`src/rtl/inst_mem_loader.sv`:
```
// Instruction-memory preload engine: takes 32-bit words over valid/ready and
// writes each as four little-endian bytes, one per clock, to the byte port.

// Per-byte lane: drives its slice of the latched word when idx points at it,
// zero otherwise, so the top can OR the lanes into the single byte port.
module inst_mem_loader_lane #(
  parameter int VEC_W = 8,
  parameter int IDX_W = 2,
  parameter int LANE  = 0
) (
  input  logic [IDX_W-1:0] idx,
  input  logic [VEC_W-1:0] data,
  output logic [VEC_W-1:0] sel_byte
);
  assign sel_byte = (idx == IDX_W'(LANE)) ? data : '0;
endmodule

module inst_mem_loader #(
  parameter int MEM_BYTES = 96,
  parameter int CNT_W     = 16
) (
  input  logic             clk,
  input  logic             reset,
  input  logic             Load_Start,
  input  logic [63:0]      Load_Base,
  input  logic             Word_Valid,
  input  logic [31:0]      Word_Data,
  input  logic             Word_Last,
  output logic             Word_Ready,
  output logic             Mem_Wr_En,
  output logic [63:0]      Mem_Wr_Addr,
  output logic [7:0]       Mem_Wr_Byte,
  output logic             Load_Busy,
  output logic             Load_Done,
  output logic             Load_Error,
  output logic [CNT_W-1:0] Words_Loaded
);
  localparam int NUM_LANES = 4;
  localparam int VEC_W     = 8;
  localparam int IDX_W     = 2;

  typedef enum logic [1:0] {IDLE, ACCEPT, WRITE, DONE} state_t;

  typedef struct packed {
    logic [NUM_LANES-1:0][VEC_W-1:0] data;
    logic                            last;
  } word_t;

  state_t                          state, state_nxt;
  word_t                           word_q;
  logic [63:0]                     addr;
  logic [IDX_W-1:0]                idx;
  logic [64:0]                     end_addr;
  logic                            fits;
  logic                            misaligned;
  logic [NUM_LANES-1:0][VEC_W-1:0] lane_byte;

  // 65-bit sum so a base near 2^64 cannot wrap into a "fitting" address.
  assign end_addr   = {1'b0, addr} + 65'd4;
  assign fits       = (end_addr <= 65'(MEM_BYTES));
  assign misaligned = |Load_Base[1:0];

  // State register; reset drops straight to IDLE, aborting any write burst.
  always_ff @(posedge clk) begin
    if (!reset) state <= IDLE;
    else        state <= state_nxt;
  end

  // Next-state: start/align check, handshake/bounds check, 4-byte burst, done pulse.
  always_comb begin
    state_nxt = state;
    case (state)
      IDLE:    if (Load_Start) state_nxt = misaligned ? DONE : ACCEPT;
      ACCEPT:  if (Word_Valid) state_nxt = fits ? WRITE : DONE;
      WRITE:   if (idx == IDX_W'(NUM_LANES - 1)) state_nxt = word_q.last ? DONE : ACCEPT;
      DONE:    state_nxt = IDLE;
      default: state_nxt = IDLE;
    endcase
  end

  // Datapath: address, byte index, latched word, error flag and word counter.
  always_ff @(posedge clk) begin
    if (!reset) begin
      addr         <= '0;
      idx          <= '0;
      word_q       <= '0;
      Load_Error   <= 1'b0;
      Words_Loaded <= '0;
    end else begin
      case (state)
        IDLE: if (Load_Start) begin
          addr         <= Load_Base;
          Words_Loaded <= '0;
          Load_Error   <= misaligned;
        end
        ACCEPT: if (Word_Valid) begin
          // Word is consumed even when it does not fit; only the flag records it.
          word_q.data <= Word_Data;
          word_q.last <= Word_Last;
          idx         <= '0;
          if (!fits) Load_Error <= 1'b1;
        end
        WRITE: begin
          idx <= idx + IDX_W'(1);
          if (idx == IDX_W'(NUM_LANES - 1)) begin
            addr         <= addr + 64'd4;
            Words_Loaded <= Words_Loaded + CNT_W'(1);
          end
        end
        default: ;
      endcase
    end
  end

  // One lane per byte of the word; lane g is bits 8g+7:8g, written at addr+g.
  for (genvar g = 0; g < NUM_LANES; g++) begin : g_lane
    inst_mem_loader_lane #(
      .VEC_W (VEC_W),
      .IDX_W (IDX_W),
      .LANE  (g)
    ) u_lane (
      .idx      (idx),
      .data     (word_q.data[g]),
      .sel_byte (lane_byte[g])
    );
  end

  // Outputs decoded from state; address/data held at zero outside WRITE.
  always_comb begin
    Word_Ready  = (state == ACCEPT);
    Mem_Wr_En   = (state == WRITE);
    Load_Busy   = (state == ACCEPT) || (state == WRITE);
    Load_Done   = (state == DONE);
    Mem_Wr_Addr = '0;
    Mem_Wr_Byte = '0;
    if (state == WRITE) begin
      Mem_Wr_Addr = addr + 64'(idx);
      for (int l = 0; l < NUM_LANES; l++) Mem_Wr_Byte = Mem_Wr_Byte | lane_byte[l];
    end
  end
endmodule

```
`config.mk`:
```
export PLATFORM = sky130hd
export DESIGN_NAME = inst_mem_loader
export DESIGN_NICKNAME = d
export VERILOG_FILES = /design/src/rtl/inst_mem_loader.sv
export SDC_FILE = /design/constraint.sdc
export NUM_CORES = 1
export LEC_CHECK = 0
export CORE_AREA = 2 2 222 170
export CTS_CLUSTER_SIZE = 20
export DETAILED_ROUTE_END_ITERATION = 16
export DIE_AREA = 0 0 224 172
export PLACE_DENSITY_LB_ADDON = 0.25
export SYNTH_ARGS = -nofsm -noshare
export SYNTH_HDL_FRONTEND = slang
export SYNTH_SLANG_ARGS = --single-unit
```
`constraint.sdc`:
```
create_clock -name clk -period 3.3 [get_ports clk]
set_input_delay 0.495 -clock clk [delete_from_list [all_inputs] [get_ports clk]]
set_output_delay 0.495 -clock clk [all_outputs]
set_load 0.02 [all_outputs]
```
== Word level (Yosys, flattened, before mapping) ==
Index checks and enable logic that the tools add are counted.

* Register bits: 118
* Logic and storage cells: 66

* Eq/ne operators: 10
* Mux-type cells: 25
* Bitwise logic cells: 3
* Reductions and logical operators: 12
* Magnitude comparators: 1
* Add/sub/neg operators: 5

{| class="wikitable"
|+ Operator list
! cell !! number
|-
| two-way mux 64 bit || 3
|-
| one-hot mux 64 bit (2 select lines) || 1
|-
| adder 64 x 3 -> 65 bit (second input constant) || 1
|-
| less-or-equal comparator 65 x 7 -> 1 bit (second input constant) || 1
|-
| adder 64 x 2 -> 64 bit || 1
|-
| adder 64 x 3 -> 64 bit (second input constant) || 1
|-
| two-way mux 8 bit || 5
|-
| two-way mux 16 bit || 2
|-
| one-hot mux 16 bit (2 select lines) || 1
|-
| bitwise OR 8 bit || 3
|-
| adder 16 x 1 -> 16 bit (second input constant) || 1
|-
| two-way mux 2 bit || 6
|-
| equality test 2 bit (second input constant) || 4
|-
| one-hot mux 2 bit (4 select lines) || 1
|-
| != test 2 bit (second input constant) || 3
|-
| AND reduction 3 bit || 2
|-
| nonzero test 2 bit || 3
|-
| equality test 2 x 1 -> 1 bit (second input constant) || 2
|-
| logical NOT 2 bit || 2
|-
| two-way mux 1 bit || 4
|-
| one-hot mux 2 bit (2 select lines) || 1
|-
| AND reduction 2 bit || 2
|-
| AND reduction 4 bit || 1
|-
| adder 2 x 1 -> 2 bit (second input constant) || 1
|-
| 4 further kinds || 4
|}

== Depth between registers and ports, before layout ==
Gate-level depths: netlist of the first run.

* Depth in word-level cells: 6
* Mapped depth: 12
* Gate-level depth less buffers: 10

== Modules after synthesis ==
A second synthesis of the first run with hierarchy kept.

* Cell total of the unflattened synthesis: 1327
* Area, all modules: 9208.8 µm²

{| class="wikitable"
|+ By module, submodules not included
! module !! cells each !! times used !! seq. area each (µm²) !! area each (µm²)
|-
| inst_mem_loader || 1293 || 1 || 2362.3 || 8896.0
|-
| inst_mem_loader_lane (g_lane[1].u_lane ...) || 8 || 2 || 0.0 || 70.1
|-
| inst_mem_loader_lane (g_lane[0].u_lane) || 10 || 1 || 0.0 || 122.6
|-
| inst_mem_loader_lane (g_lane[3].u_lane) || 8 || 1 || 0.0 || 50.0
|}

== Least setup slack after synthesis of the first run ==
OpenSTA, ideal clock, no wires.

* Path type: reg2out
* Start: register addr[10]
* End: output port Mem_Wr_Addr[63]
* Arrival time: 2.966 ns
* Setup slack: -0.161 ns
* Cell stages (with the launch flop): 10
* Required time: 2.805 ns
* Cell sequence: dfxtp_1 buf_2 nand4_4 or4_4 or4_4 buf_6 buf_6 or3_1 or3_1 a21oi_1

* Longest elaborated chain between the ends: 2

{| class="wikitable"
|+ Ends and longest elaborated chain
! what !! RTL line !! source
|-
| from (decl) || 51 || <nowiki>logic [63:0] addr;</nowiki>
|-
| from (signal assigned) || 92 || <nowiki>addr <= Load_Base;</nowiki>
|-
| from (signal assigned) || 106 || <nowiki>addr <= addr + 64'd4;</nowiki>
|-
| adder 64 x 2 -> 64 bit || 137 || <nowiki>Mem_Wr_Addr = addr + 64'(idx);</nowiki>
|-
| two-way mux 64 bit || 136 || <nowiki>if (state == WRITE) begin</nowiki>
|-
| to (decl) || 31 || <nowiki>output logic [63:0] Mem_Wr_Addr,</nowiki>
|}

Every way passes these cells.

== Worst setup path after layout of the first run ==
Ends and elaborated chain as after synthesis.

==> impl_results.md, run 1 <==
- Status: finished, violations left
- Failing checks: negative setup slack
- Core area: 36400 µm²
- Largest net degree at the start of global routing: 83
- FILL cells: 3826
- Critical Path RT: 2.80 ns
- Iteration-0 DRC count of the detailed router: 1092
- Syn_area_per_cell: 6.70 µm²
- Register bit total from synthesis: 118
- Setup TNS: -1.26 ns
- Max Transition Viols Final: 0
- Routed via count: 11.4k
- Final hold violations: 0
- Max-capacitance violation count: 0
- Lkg Pwr: 5.51 nW
- Fin crit period: 3.53 ns
- Diodes inserted: 0
- Initial Util: 0.247
- Die width: 224 µm
- Gate Count Post-Synth: 1341
- Clk root buf: clkbuf_16
- Slowest cell delay on critical path: 0.57 ns
- CTS tree: built
- Endpoints failing setup: 12
- Main synth FF type: dfxtp_1
- Post-synth cell types: 66
- Worst min path class: reg -> reg
- Dpl hpwl: 31200 µm
- Initial antenna violation count: 0
- Worst slew margin: 0.273
- Crit start category: flip-flop
- Worst hold margin: 0.452 ns
- FMAX: 283 MHz
- Vias in the first global route: 10.7k
- Total Power: 9.52 mW
- Area Overhead vs Synth: 61.6%
- Asr flop ratio synth: 0
- First-pass GRT wire length: 63600 µm
- Post-DP Area: 13000 µm²
- WS Path Type: reg -> out
- Post-synth net total: 1456
- Final-stage net count: 1836
- Clock Tree Buf Depth: 2
- Slowest CP cell: or4_4
- DRC: 0
- Post-synth EDFFs: 0
- Period utilization: 1.07
- FP Rows: 61
- Synth top area share: 0.263
- Reg clk slew, reported paths: 0.07 ns
- # port buffers: 193
- Gp weighted congestion: 0.929
- Peak VDD IR: 0.481 mV
- Final worst slack: -0.230 ns
- Crit path max-delay family: simple AND/OR/NAND/NOR gates
- Post-route cell area: 14500 µm²
- Largest area contributor in the netlist: dfxtp_1
- CP endpoint kind: output pin
- Cells along the critical path: nand4_4 > or4_4 > or4_4 > or3_4 > or3_4 > a21oi_4 > buf_6
- Vias/cell: 5.18
- YS warnings: 0
- H-Tree Depth: 4
- Synthesized cell area: 8990 µm²
- Routed Antenna Nets: 0
- Synth area leaders: dfxtp_1 26%, a21oi_1 9.2%, nand2_1 6.9%, nor2_1 5.7%, xnor2_1 4.9%
- Worst path bufs/invs: 1
- Die H: 172 µm
- Clock skew: 0.0149 ns
- Clk_lat worst skew: 0.44 ns
- Crit path arrival time: 3.03 ns
- Pre-antenna DRT Iters: 5
- Avg WL per Cell: 19.4 µm
- Share of layout cells above drive strength 1: 0.280
- Ports: 194
- Worst slew pin tran: 1.09 ns
- Total track usage: 0.217
- Global route overflow: 0
- WL final: 42800 µm
- CP max FO: 3
- Hold buffers post-CTS: 0
- RSZ-0062 raised after global routing: yes
- Post-synthesis sequential area ratio: 0.263
- Die area: 38500 µm²
- Power per cell area: 656 nW/µm²
- Clk sinks: 118
- CTS buffer count: 17
## timing repair
item | CTS | global route
cloned | 0 | 1
endpoints found under the setup margin | 55 | 51
hold endpoints to repair | 0 | 0
setup buffers | 10 | 39
pin swaps | 23 | 49
resized for setup | 233 | 138
## layer usage
metal / global-route usage / share of wire / up-vias
li1: - / - / 5517
met2: 0.325 / 0.43 / 393
met3: 0.0517 / 0.076 / 40
met1: 0.311 / 0.48 / 5485
met5: 0 / 0 / -
met4: 0.0507 / 0.014 / 0
## layout make-up
cell class	count	area [µm²]	share of cell area
clock buffer	19	433	0.0298
clock inverter	13	151	0.0104
inverter	49	189	0.0130
multi-input combinational	1056	6580	0.453
sequential	118	2410	0.166
tap	472	591	0.0406
timing repair buffer	479	4180	0.288
## worst reg2reg max path: cells and delay by family, from the launching register on
kind | cells | cell delay [ns]
simple gates | 6 | 1.97
compound gates | 2 | 0.29
buf+inv | 3 | 0.51
flops | 1 | 0.37
xor+xnor | 1 | 0.15
## stage by stage
step | cells | setup slack, ns | utilization
after global routing | 2206 | -0.286 | 0.399
after CTS | 2167 | -0.244 | 0.380
after detailed placement | 2126 | -0.433 | 0.356
after floorplan | 1341 | -0.0312 | -
after global placement | 2126 | -0.354 | 0.356
final | 2206 | -0.230 | 0.399
## cell usage in the layout, fill, tap and decap left out, drive strengths merged, types with 5 or more instances in the layout
cell type	netlist	routed
o21ai	64	64
or3	30	30
mux2i	5	5
nand4	52	52
a22oi	25	25
xnor2	50	50
and2	37	37
o31ai	8	8
ha	13	13
nor2b	8	8
dlymetal6s2s	0	6
dfxtp	118	118
nor4	29	29
and4	12	12
nor3	60	60
clkbuf	95	24
clkdlybuf4s50	0	139
clkdlybuf4s15	0	6
a21o	5	5
o22ai	32	32
nand2	165	165
clkinv	1	6
dlygate4sd2	0	6
or4	11	11
inv	48	50
a21oi	165	165
and3	9	9
nand3	51	51
xor2	29	29
a211oi	6	6
buf	23	317
a31oi	10	10
nor2	136	136
## cells by family (layout without fill, tap and decap cells)
kind of cell / count (synthesis) / in the layout / synth area share
flip-flops: 118 / 118 / 0.263
XOR/XNOR: 79 / 79 / 0.0770
adder cells (fa/ha/maj): 14 / 14 / 0.0203
AND/OR/NAND/NOR: 612 / 612 / 0.338
buffers and inverters: 167 / 560 / 0.0726
AO/OA/AOI/OAI: 345 / 345 / 0.222
multiplexers: 6 / 6 / 0.00682
## worst paths after layout
path                     end  cells after the start       from  slack [ns]
max          Mem_Wr_Addr[63]                      7   addr[10]       -0.23
min                word_q[8]                      2  word_q[8]        0.45
max reg2reg       Load_Error                     12   addr[10]       -0.16
min reg2reg        word_q[8]                      2  word_q[8]        0.45
## state kept, by name, summed over array words and instances, names as in the netlist
register / flops
Load_Error: 1
Words_Loaded: 16
addr: 64
idx: 2
state: 2
word_q: 33
## where the power goes
part           internal [mW]  total (mW)  leakage (nW)  switching, mW
Sequential              1.82        2.17         0.974          0.351
Clock                   1.12        1.92         0.270          0.801
Combinational           2.22        5.43          4.27           3.21
## cell usage after synthesis, drive strengths merged (13+ instances only)
master    n
a21oi   165
nand2   165
nor2    136
dfxtp   118
clkbuf   95
o21ai    64
nor3     60
nand4    52
nand3    51
xnor2    50
inv      48
and2     37
o22ai    32
or3      30
nor4     29
xor2     29
a22oi    25
buf      23
ha       13
Note: power is estimated with default switching activity, not from simulation.
==> run 2: changes to the inputs <==
Settings changed: ABC_AREA set to 1, CORE_AREA 2 2 222 170 to 2 2 221 169, DIE_AREA 0 0 224 172 to 0 0 223 171.
==> run 2 against run 1 <==
  * The run now ends clean
  * Die area decreased by 1.0%
  * Synthesized cell count increased by 11%
  * Power decreased by 17%
  * Setup slack improved by 0.30 ns
  * Cell area decreased by 13%
  * Synthesized area decreased by 1.3%
  * Register-to-register slack improved by 0.59 ns
  * Wire length decreased by 0.83%
  * Sequential share of layout area increased by 2.3 points
  * Via count decreased by 2.3%
  * Critical path type unchanged
  * Critical endpoint is now Mem_Wr_Addr[3]
==> impl_results.md, run 2 <==
- CTS tree: built (unchanged)
- Avg WL per Cell: 19.2 µm (was 19.4 µm)
- Commonest cells post-synth: 375 x nand2_1, 237 x nor2_1, 129 x a21oi_1 (was 165 x a21oi_1, 165 x nand2_1, 136 x nor2_1)
- Initial Util: 0.245 (was 0.247)
- Vias in the first global route: 10.3k (was 10.7k)
- Crit path arrival time: 2.74 ns (was 3.03 ns)
- Dpl ws: 0.0598 ns (was -0.433 ns)
- Routed via count: 11.2k (was 11.4k)
- Critical Path RT: 2.80 ns (about the same)
- R2R setup slack: 0.43 ns (was -0.16 ns)
- First-pass GRT wire length: 62900 µm (was 63600 µm)
- Post-synth EDFFs: 0 (unchanged)
- Period utilization: 0.979 (was 1.07)
- FP Rows: 61 (unchanged)
- Core Util, Final: 0.348 (was 0.399)
- Most frequent cells in the layout: 373 x nand2_1, 223 x nor2_1, 140 x clkdlybuf4s50_1, 125 x a21oi_1, 120 x inv_1 (was 275 x buf_4, 156 x nand2_1, 155 x a21oi_1, 139 x clkdlybuf4s50_1, 129 x nor2_1)
- Share of layout cells above drive strength 1: 0.145 (was 0.280)
- Power per cell area: 626 nW/µm² (was 656 nW/µm²)
- YS warnings: 0 (unchanged)
- DRC: 0 (unchanged)
- Asr flop ratio synth: 0 (unchanged)
- Global route overflow: 0 (unchanged)
- Synth top area share: 0.266 (was 0.263)
- Worst slew margin: 0.604 (was 0.273)
- Peak VDD IR: 0.314 mV (was 0.481 mV)
- Area Overhead vs Synth: 42.4% (was 61.6%)
- CTS buffer count: 17 (unchanged)
- Fin crit period: 3.23 ns (was 3.53 ns)
- Synth Area in Compound Gates: 0.212 (was 0.222)
- # port buffers: 193 (unchanged)
- Max reg flops: 64 (unchanged)
- Synth area leaders: dfxtp_1 27%, nand2_1 16%, nor2_1 10%, a21oi_1 7.3%, a221oi_1 5.3% (was dfxtp_1 26%, a21oi_1 9.2%, nand2_1 6.9%, nor2_1 5.7%, xnor2_1 4.9%)
- Fraction of the mapped netlist area in simple logic gates: 0.401 (was 0.338)
- Area of the multi-input gates: 5900 µm² (was 6580 µm²)
- Ports: 194 (unchanged)
- Gate Count Post-Synth: 1484 (was 1341)
- Fin cells: 2217 (was 2206)
- Leading cell type by number of instances after synthesis: nand2_1
- Synthesized cell area: 8870 µm² (was 8990 µm²)
- Main combinational cell family by area after synthesis: simple AND/OR/NAND/NOR gates (unchanged)
- Endpoints failing setup: 0 (was 12)
- FMAX: 310 MHz (was 283 MHz)
- Die width: 223 µm (was 224 µm)
- Syn_area_per_cell: 5.98 µm² (was 6.70 µm²)
- Clk sinks: 118 (unchanged)
- Clk_lat worst skew: 0.45 ns (was 0.44 ns)
- Worst min path class: reg -> reg (unchanged)
- Die H: 171 µm (was 172 µm)
- FILL cells: 3958 (was 3826)
- Largest net degree at the start of global routing: 78 (was 83)
- Largest reg by FF count: addr (unchanged)
- Gp weighted congestion: 1.04 (was 0.929)
- Pre-antenna DRT Iters: 5 (unchanged)
- Final worst slack: 0.0692 ns (was -0.230 ns)
- Max Transition Viols Final: 0 (unchanged)
- Status: complete, no violations (was finished, violations left)
- Placed instance count: 2183 (was 2126)
- Post-synth net total: 1599 (was 1456)
- Post-synthesis sequential area ratio: 0.266 (was 0.263)
- Crit start category: flip-flop (unchanged)
- WS Path Type: reg -> out (unchanged)
- Reg clk slew, reported paths: 0.06 ns (was 0.07 ns)
- Lkg Pwr: 4.88 nW (was 5.51 nW)
- H-Tree Depth: 4 (unchanged)
- Initial antenna violation count: 4 (was 0)
- Postcts setup bufs: 0 (was 10)
- CP endpoint kind: output pin (unchanged)
- Main synth FF type: dfxtp_1 (unchanged)
- Core area: 36300 µm² (was 36400 µm²)
- Register bit total from synthesis: 118 (unchanged)
- Largest registers: addr (64), word_q (33), Words_Loaded (16) (unchanged)
- Final hold violations: 0 (unchanged)
- Adder-Cell Fraction of Synth Area: 0.0206 (was 0.0203)
- XOR/XNOR Fraction of Synth Area: 0.0137 (was 0.0770)
- Routed Antenna Nets: 0 (unchanged)
- CP max FO: 4 (was 3)
- Clock Tree Buf Depth: 2 (unchanged)
- WL final: 42500 µm (was 42800 µm)
- Worst slew pin tran: 0.595 ns (was 1.09 ns)
- Clock skew: 0.0145 ns (was 0.0149 ns)
- Iteration-0 DRC count of the detailed router: 1112 (was 1092)
- Max-capacitance violation count: 0 (unchanged)
- Post-synth cell types: 41 (was 66)
- Commonest non-fill, non-tap cell in the layout: nand2_1 (was buf_4)
- Largest area contributor in the netlist: dfxtp_1 (unchanged)
- Mux contribution to synthesized area: 0 (was 0.00682)
- Die area: 38100 µm² (was 38500 µm²)
- Clk root buf: clkbuf_16 (unchanged)
- FF+latch area: 2380 µm² (was 2410 µm²)
- Dpl hpwl: 33700 µm (was 31200 µm)
- Final-stage net count: 1845 (was 1836)
- Total track usage: 0.222 (was 0.217)
- Vias/cell: 5.04 (was 5.18)
[run 2: cell count changes in the layout (fill, tap and decap cells not counted), sizes merged, moves of 34 or more]
| cell | delta |
|---|---|
| a221oi | +54 |
| o21ai | +36 |
| nor2 | +130 |
| and2 | -34 |
| buf | -215 |
| nand2 | +223 |
| inv | +81 |
| nand3 | +39 |
| xnor2 | -50 |
| a21oi | -36 |
[run 2: layout make-up]
cell class	instances	area share
multi-input combinational	1169	0.467
timing repair buffer	290	0.211
sequential	118	0.189
tap	472	0.0468
inverter	134	0.0399
clock buffer	23	0.0394
clock inverter	8	0.00575
antenna	3	0.000594
[run 2: routing by layer]
metal,wire [µm],vias to the layer above,track usage
li1,-,5470,-
met1,20600,5222,0.330
met2,17100,435,0.310
met3,4050,43,0.0577
met4,752,2,0.0587
met5,12,-,0
[run 2: cells by family after synthesis]
| logic type | Yosys count |
|---|---|
| xor+xnor | 13 |
| buf+inv | 197 |
| fa+ha+maj | 14 |
| compound gates | 317 |
| flops | 118 |
| simple gates | 825 |
[run 2: final timing paths]
path                                  from  depth (start not counted)             end
worst max-delay path               addr[1]                          8  Mem_Wr_Addr[3]
worst min-delay path            Load_Error                          2      Load_Error
worst max register to register     addr[3]                         21        state[0]
worst min register to register  Load_Error                          2      Load_Error
[run 2: worst max-delay path: stages (launching register included)]
cell and delay, ns:
dfxtp_1 0.42, ha_1 0.28, a21oi_2 0.21, buf_4 0.15, inv_1 0.07, nand2_1 0.16, xor2_1 0.38, nor2_1 0.09
clkdlybuf4s50_1 0.55
[run 2: timing repair]
action	CTS	global route
cloned	0	0
hold buffers	0	0
pin swaps	0	1
gates resized for setup	76	45
setup endpoints to repair	51	34
[run 2: power breakdown]
| part | internal, mW | leakage (nW) | switching (mW) | total [mW] |
|---|---|---|---|---|
| Clock | 1.12 | 0.277 | 0.746 | 1.87 |
| Combinational | 1.31 | 3.63 | 2.41 | 3.72 |
| Sequential | 1.83 | 0.974 | 0.484 | 2.32 |
[run 2: metrics by stage]
step | instance area [µm²] | total power, mW | hold WS, ns | setup TNS (ns)
2_1_floorplan | 8870 | 4.52 | 0.455 | 0
5_1_grt | 12600 | 8.47 | 0.482 | -0.0202
4_1_cts | 12500 | 7.90 | 0.456 | 0
3_5_place_dp | 11900 | 6.06 | 0.448 | 0
3_3_place_gp | 11900 | 6.05 | 0.438 | 0
6_report | 12600 | 7.90 | 0.454 | 0
==> run 3: changes to the inputs <==
Settings changed: ABC_AREA 1 to not set, CORE_AREA 2 2 221 169 to 2 2 225 172, DIE_AREA 0 0 223 171 to 0 0 227 174, SYNTH_HIERARCHICAL set to 1.
==> run 3 against run 2 <==
  * The run now ends with negative setup slack left
  * Setup slack got worse by 0.11 ns
  * Cell area up 14%
  * Combinational power rose by 64%
  * Sequential cell count stayed put
  * Clock power is 6% higher
  * Via count rose by 1.3%
  * Critical endpoint is now Mem_Wr_Addr[59]
  * Largest cell class unchanged
==> impl_results.md, run 3 <==
- Crit start category: flip-flop (unchanged)
- Post-DP Area: 13000 µm² (was 11900 µm²)
- Total Power: 10.5 mW (was 7.90 mW)
- CP endpoint kind: output pin (unchanged)
- H-Tree Depth: 4 (unchanged)
- Synth top area share: 0.257 (was 0.266)
- Post-synth cell types: 68 (was 41)
- Post-synth net total: 1439 (was 1599)
- Synthesized cell area: 9210 µm² (was 8870 µm²)
- Post-synth EDFFs: 0 (unchanged)
- XOR/XNOR Fraction of Synth Area: 0.0942 (was 0.0137)
- Critical Path RT: 2.80 ns (about the same)
- RSZ-0062 raised after global routing: yes
- # port buffers: 193 (unchanged)
- Period utilization: 1.01 (was 0.979)
- Synth area leaders: dfxtp_1 26%, nand2_1 8.8%, o21ai_0 5.6%, xor2_1 5.2%, nor2_1 5.2% (was dfxtp_1 27%, nand2_1 16%, nor2_1 10%, a21oi_1 7.3%, a221oi_1 5.3%)
- CTS buffer count: 17 (unchanged)
- Max-capacitance violation count: 0 (unchanged)
- Clk_lat worst skew: 0.45 ns (about the same)
- DRC: 0 (unchanged)
- Post-route cell area: 14500 µm² (was 12600 µm²)
- Commonest cells post-synth: 216 x nand2_1, 128 x nor2_1, 118 x dfxtp_1 (was 375 x nand2_1, 237 x nor2_1, 129 x a21oi_1)
- Die H: 174 µm (was 171 µm)
- Main synth FF type: dfxtp_1 (unchanged)
- Largest net degree at the start of global routing: 49 (was 78)
- Lkg Pwr: 5.76 nW (was 4.88 nW)
- Endpoints failing setup: 5 (was 0)
- Iteration-0 DRC count of the detailed router: 1084 (was 1112)
- Worst slew pin tran: 0.695 ns (was 0.595 ns)
- Adder-Cell Fraction of Synth Area: 0.0158 (was 0.0206)
- Core area: 37500 µm² (was 36300 µm²)
- Placed instance count: 2141 (was 2183)
- Crit path arrival time: 2.85 ns (was 2.74 ns)
- Main combinational cell family by area after synthesis: simple AND/OR/NAND/NOR gates (unchanged)
- Fin cells: 2211 (was 2217)
- Largest reg by FF count: addr (unchanged)
- YS warnings: 6 (was 0)
- Global route overflow: 0 (unchanged)
- Synth Area in Compound Gates: 0.198 (was 0.212)
- Clock skew: 0.0156 ns (was 0.0145 ns)
- Vias/cell: 5.12 (was 5.04)
- Initial Util: 0.245 (about the same)
- Clk root buf: clkbuf_16 (unchanged)
- Power per cell area: 724 nW/µm² (was 626 nW/µm²)
- Clk sinks: 118 (unchanged)
- FMAX: 299 MHz (was 310 MHz)
- Gp weighted congestion: 0.981 (was 1.04)
- Pre-antenna DRT Iters: 5 (unchanged)
- Reg clk slew, reported paths: 0.07 ns (was 0.06 ns)
- Total track usage: 0.224 (was 0.222)
- Failing checks: negative setup slack
- Register bit total from synthesis: 118 (unchanged)
- CTS tree: built (unchanged)
- Die area: 39500 µm² (was 38100 µm²)
- Vias in the first global route: 11.1k (was 10.3k)
- R2R setup slack: -0.01 ns (was 0.43 ns)
- Routed Antenna Nets: 0 (unchanged)
- Mux contribution to synthesized area: 0.00666 (was 0)
- Dpl hpwl: 33400 µm (was 33700 µm)
- Max reg flops: 64 (unchanged)
- Final hold violations: 0 (unchanged)
- Avg WL per Cell: 19.9 µm (was 19.2 µm)
- CP max FO: 2 (was 4)
- Gate Count Post-Synth: 1327 (was 1484)
- Largest registers: addr (64), word_q (33), Words_Loaded (16) (unchanged)
- Area Overhead vs Synth: 57.0% (was 42.4%)
- Fraction of the mapped netlist area in simple logic gates: 0.367 (was 0.401)
- Commonest non-fill, non-tap cell in the layout: buf_4 (was nand2_1)
- First-pass GRT wire length: 67000 µm (was 62900 µm)
- Final worst slack: -0.0441 ns (was 0.0692 ns)
- Peak VDD IR: 0.572 mV (was 0.314 mV)
- Status: finished, violations left (was complete, no violations)
- FP Rows: 62 (was 61)
- Initial antenna violation count: 1 (was 4)
- Most frequent cells in the layout: 255 x buf_4, 211 x nand2_1, 138 x clkdlybuf4s50_1, 118 x nor2_1, 102 x o21ai_0 (was 373 x nand2_1, 223 x nor2_1, 140 x clkdlybuf4s50_1, 125 x a21oi_1, 120 x inv_1)
- Routed via count: 11.3k (was 11.2k)
- Max Transition Viols Final: 0 (unchanged)
- Fin crit period: 3.34 ns (was 3.23 ns)
- FILL cells: 3955 (was 3958)
- Final-stage net count: 1797 (was 1845)
- WS Path Type: reg -> out (unchanged)
- Worst slew margin: 0.532 (was 0.604)
- Asr flop ratio synth: 0 (unchanged)
- Largest area contributor in the netlist: dfxtp_1 (unchanged)
- Share of layout cells above drive strength 1: 0.271 (was 0.145)
- Worst min path class: reg -> reg (unchanged)
- Clock Tree Buf Depth: 2 (unchanged)
- Leading cell type by number of instances after synthesis: nand2_1 (unchanged)
- Die width: 227 µm (was 223 µm)
- WL final: 44100 µm (was 42500 µm)
- Ports: 194 (unchanged)
- Post-synthesis sequential area ratio: 0.257 (was 0.266)
- Syn_area_per_cell: 6.94 µm² (was 5.98 µm²)
## run 3: metal layers
metal,vias to the layer above,GRT usage,share of wire
met4,0,0.0640,0.020
met2,433,0.338,0.43
met3,59,0.0456,0.075
met1,5415,0.319,0.47
met5,-,0,0
li1,5406,-,-
## run 3: kinds of logic (layout without fill, tap and decap cells)
kind of cell,Yosys count,after routing
other,0,1
muxes,6,6
adders and majority gates,11,11
AOI/OAI and AO/OA,303,303
xor gates and xnor gates,99,99
DFF,118,118
buffers and inverters,133,504
and+or+nand+nor,657,657
## run 3: final timing paths
kind,startpoint,to,cells past startpoint
max,addr[7],Mem_Wr_Addr[59],9
min,word_q[21],word_q[21],2
max reg2reg,addr[7],state[0],13
min reg2reg,word_q[21],word_q[21],2
## run 3: power by group
part           switching [mW]  leakage [nW]  internal (mW)
logic                    3.71          4.48           2.40
clock network           0.837         0.297           1.14
registers               0.485         0.978           1.90
## run 3: metrics by stage
| step | TNS, ns | worst slack [ns] | hold WS (ns) | utilization |
|---|---|---|---|---|
| floorplan | 0 | 0.154 | 0.438 | - |
| global placement | -0.938 | -0.185 | 0.447 | 0.347 |
| detailed placement | -1.39 | -0.231 | 0.453 | 0.347 |
| CTS | -0.329 | -0.0912 | 0.463 | 0.372 |
| global route | -1.02 | -0.180 | 0.489 | 0.385 |
| finish | -0.108 | -0.0441 | 0.459 | 0.385 |
## run 3: final cells by class
type	instances	area, µm²	share of cell area
repair buffers	459	3950	0.273
diodes	1	2.50	0.000173
multi-input cells	1076	6790	0.470
clock buffers	17	425	0.0294
inverters	13	52.6	0.00364
well taps	512	641	0.0443
clock inverters	15	176	0.0122
flip-flops and latches	118	2410	0.167
## run 3: critical path: stages (launching register included)
cell and delay (ns):
dfxtp_4 0.35, nand4_4 0.12, buf_6 0.14, or4_4 0.57
nor3_4 0.21, nor3b_4 0.24, nand4_1 0.12, or3_1 0.33
a21oi_2 0.16, buf_4 0.16
## run 3: repair_timing
action,CTS,global route
pin swaps,22,40
gates resized for setup,197,104
gates cloned,0,1
hold buffers,0,0
setup endpoints to repair,58,44
setup buffers,20,20
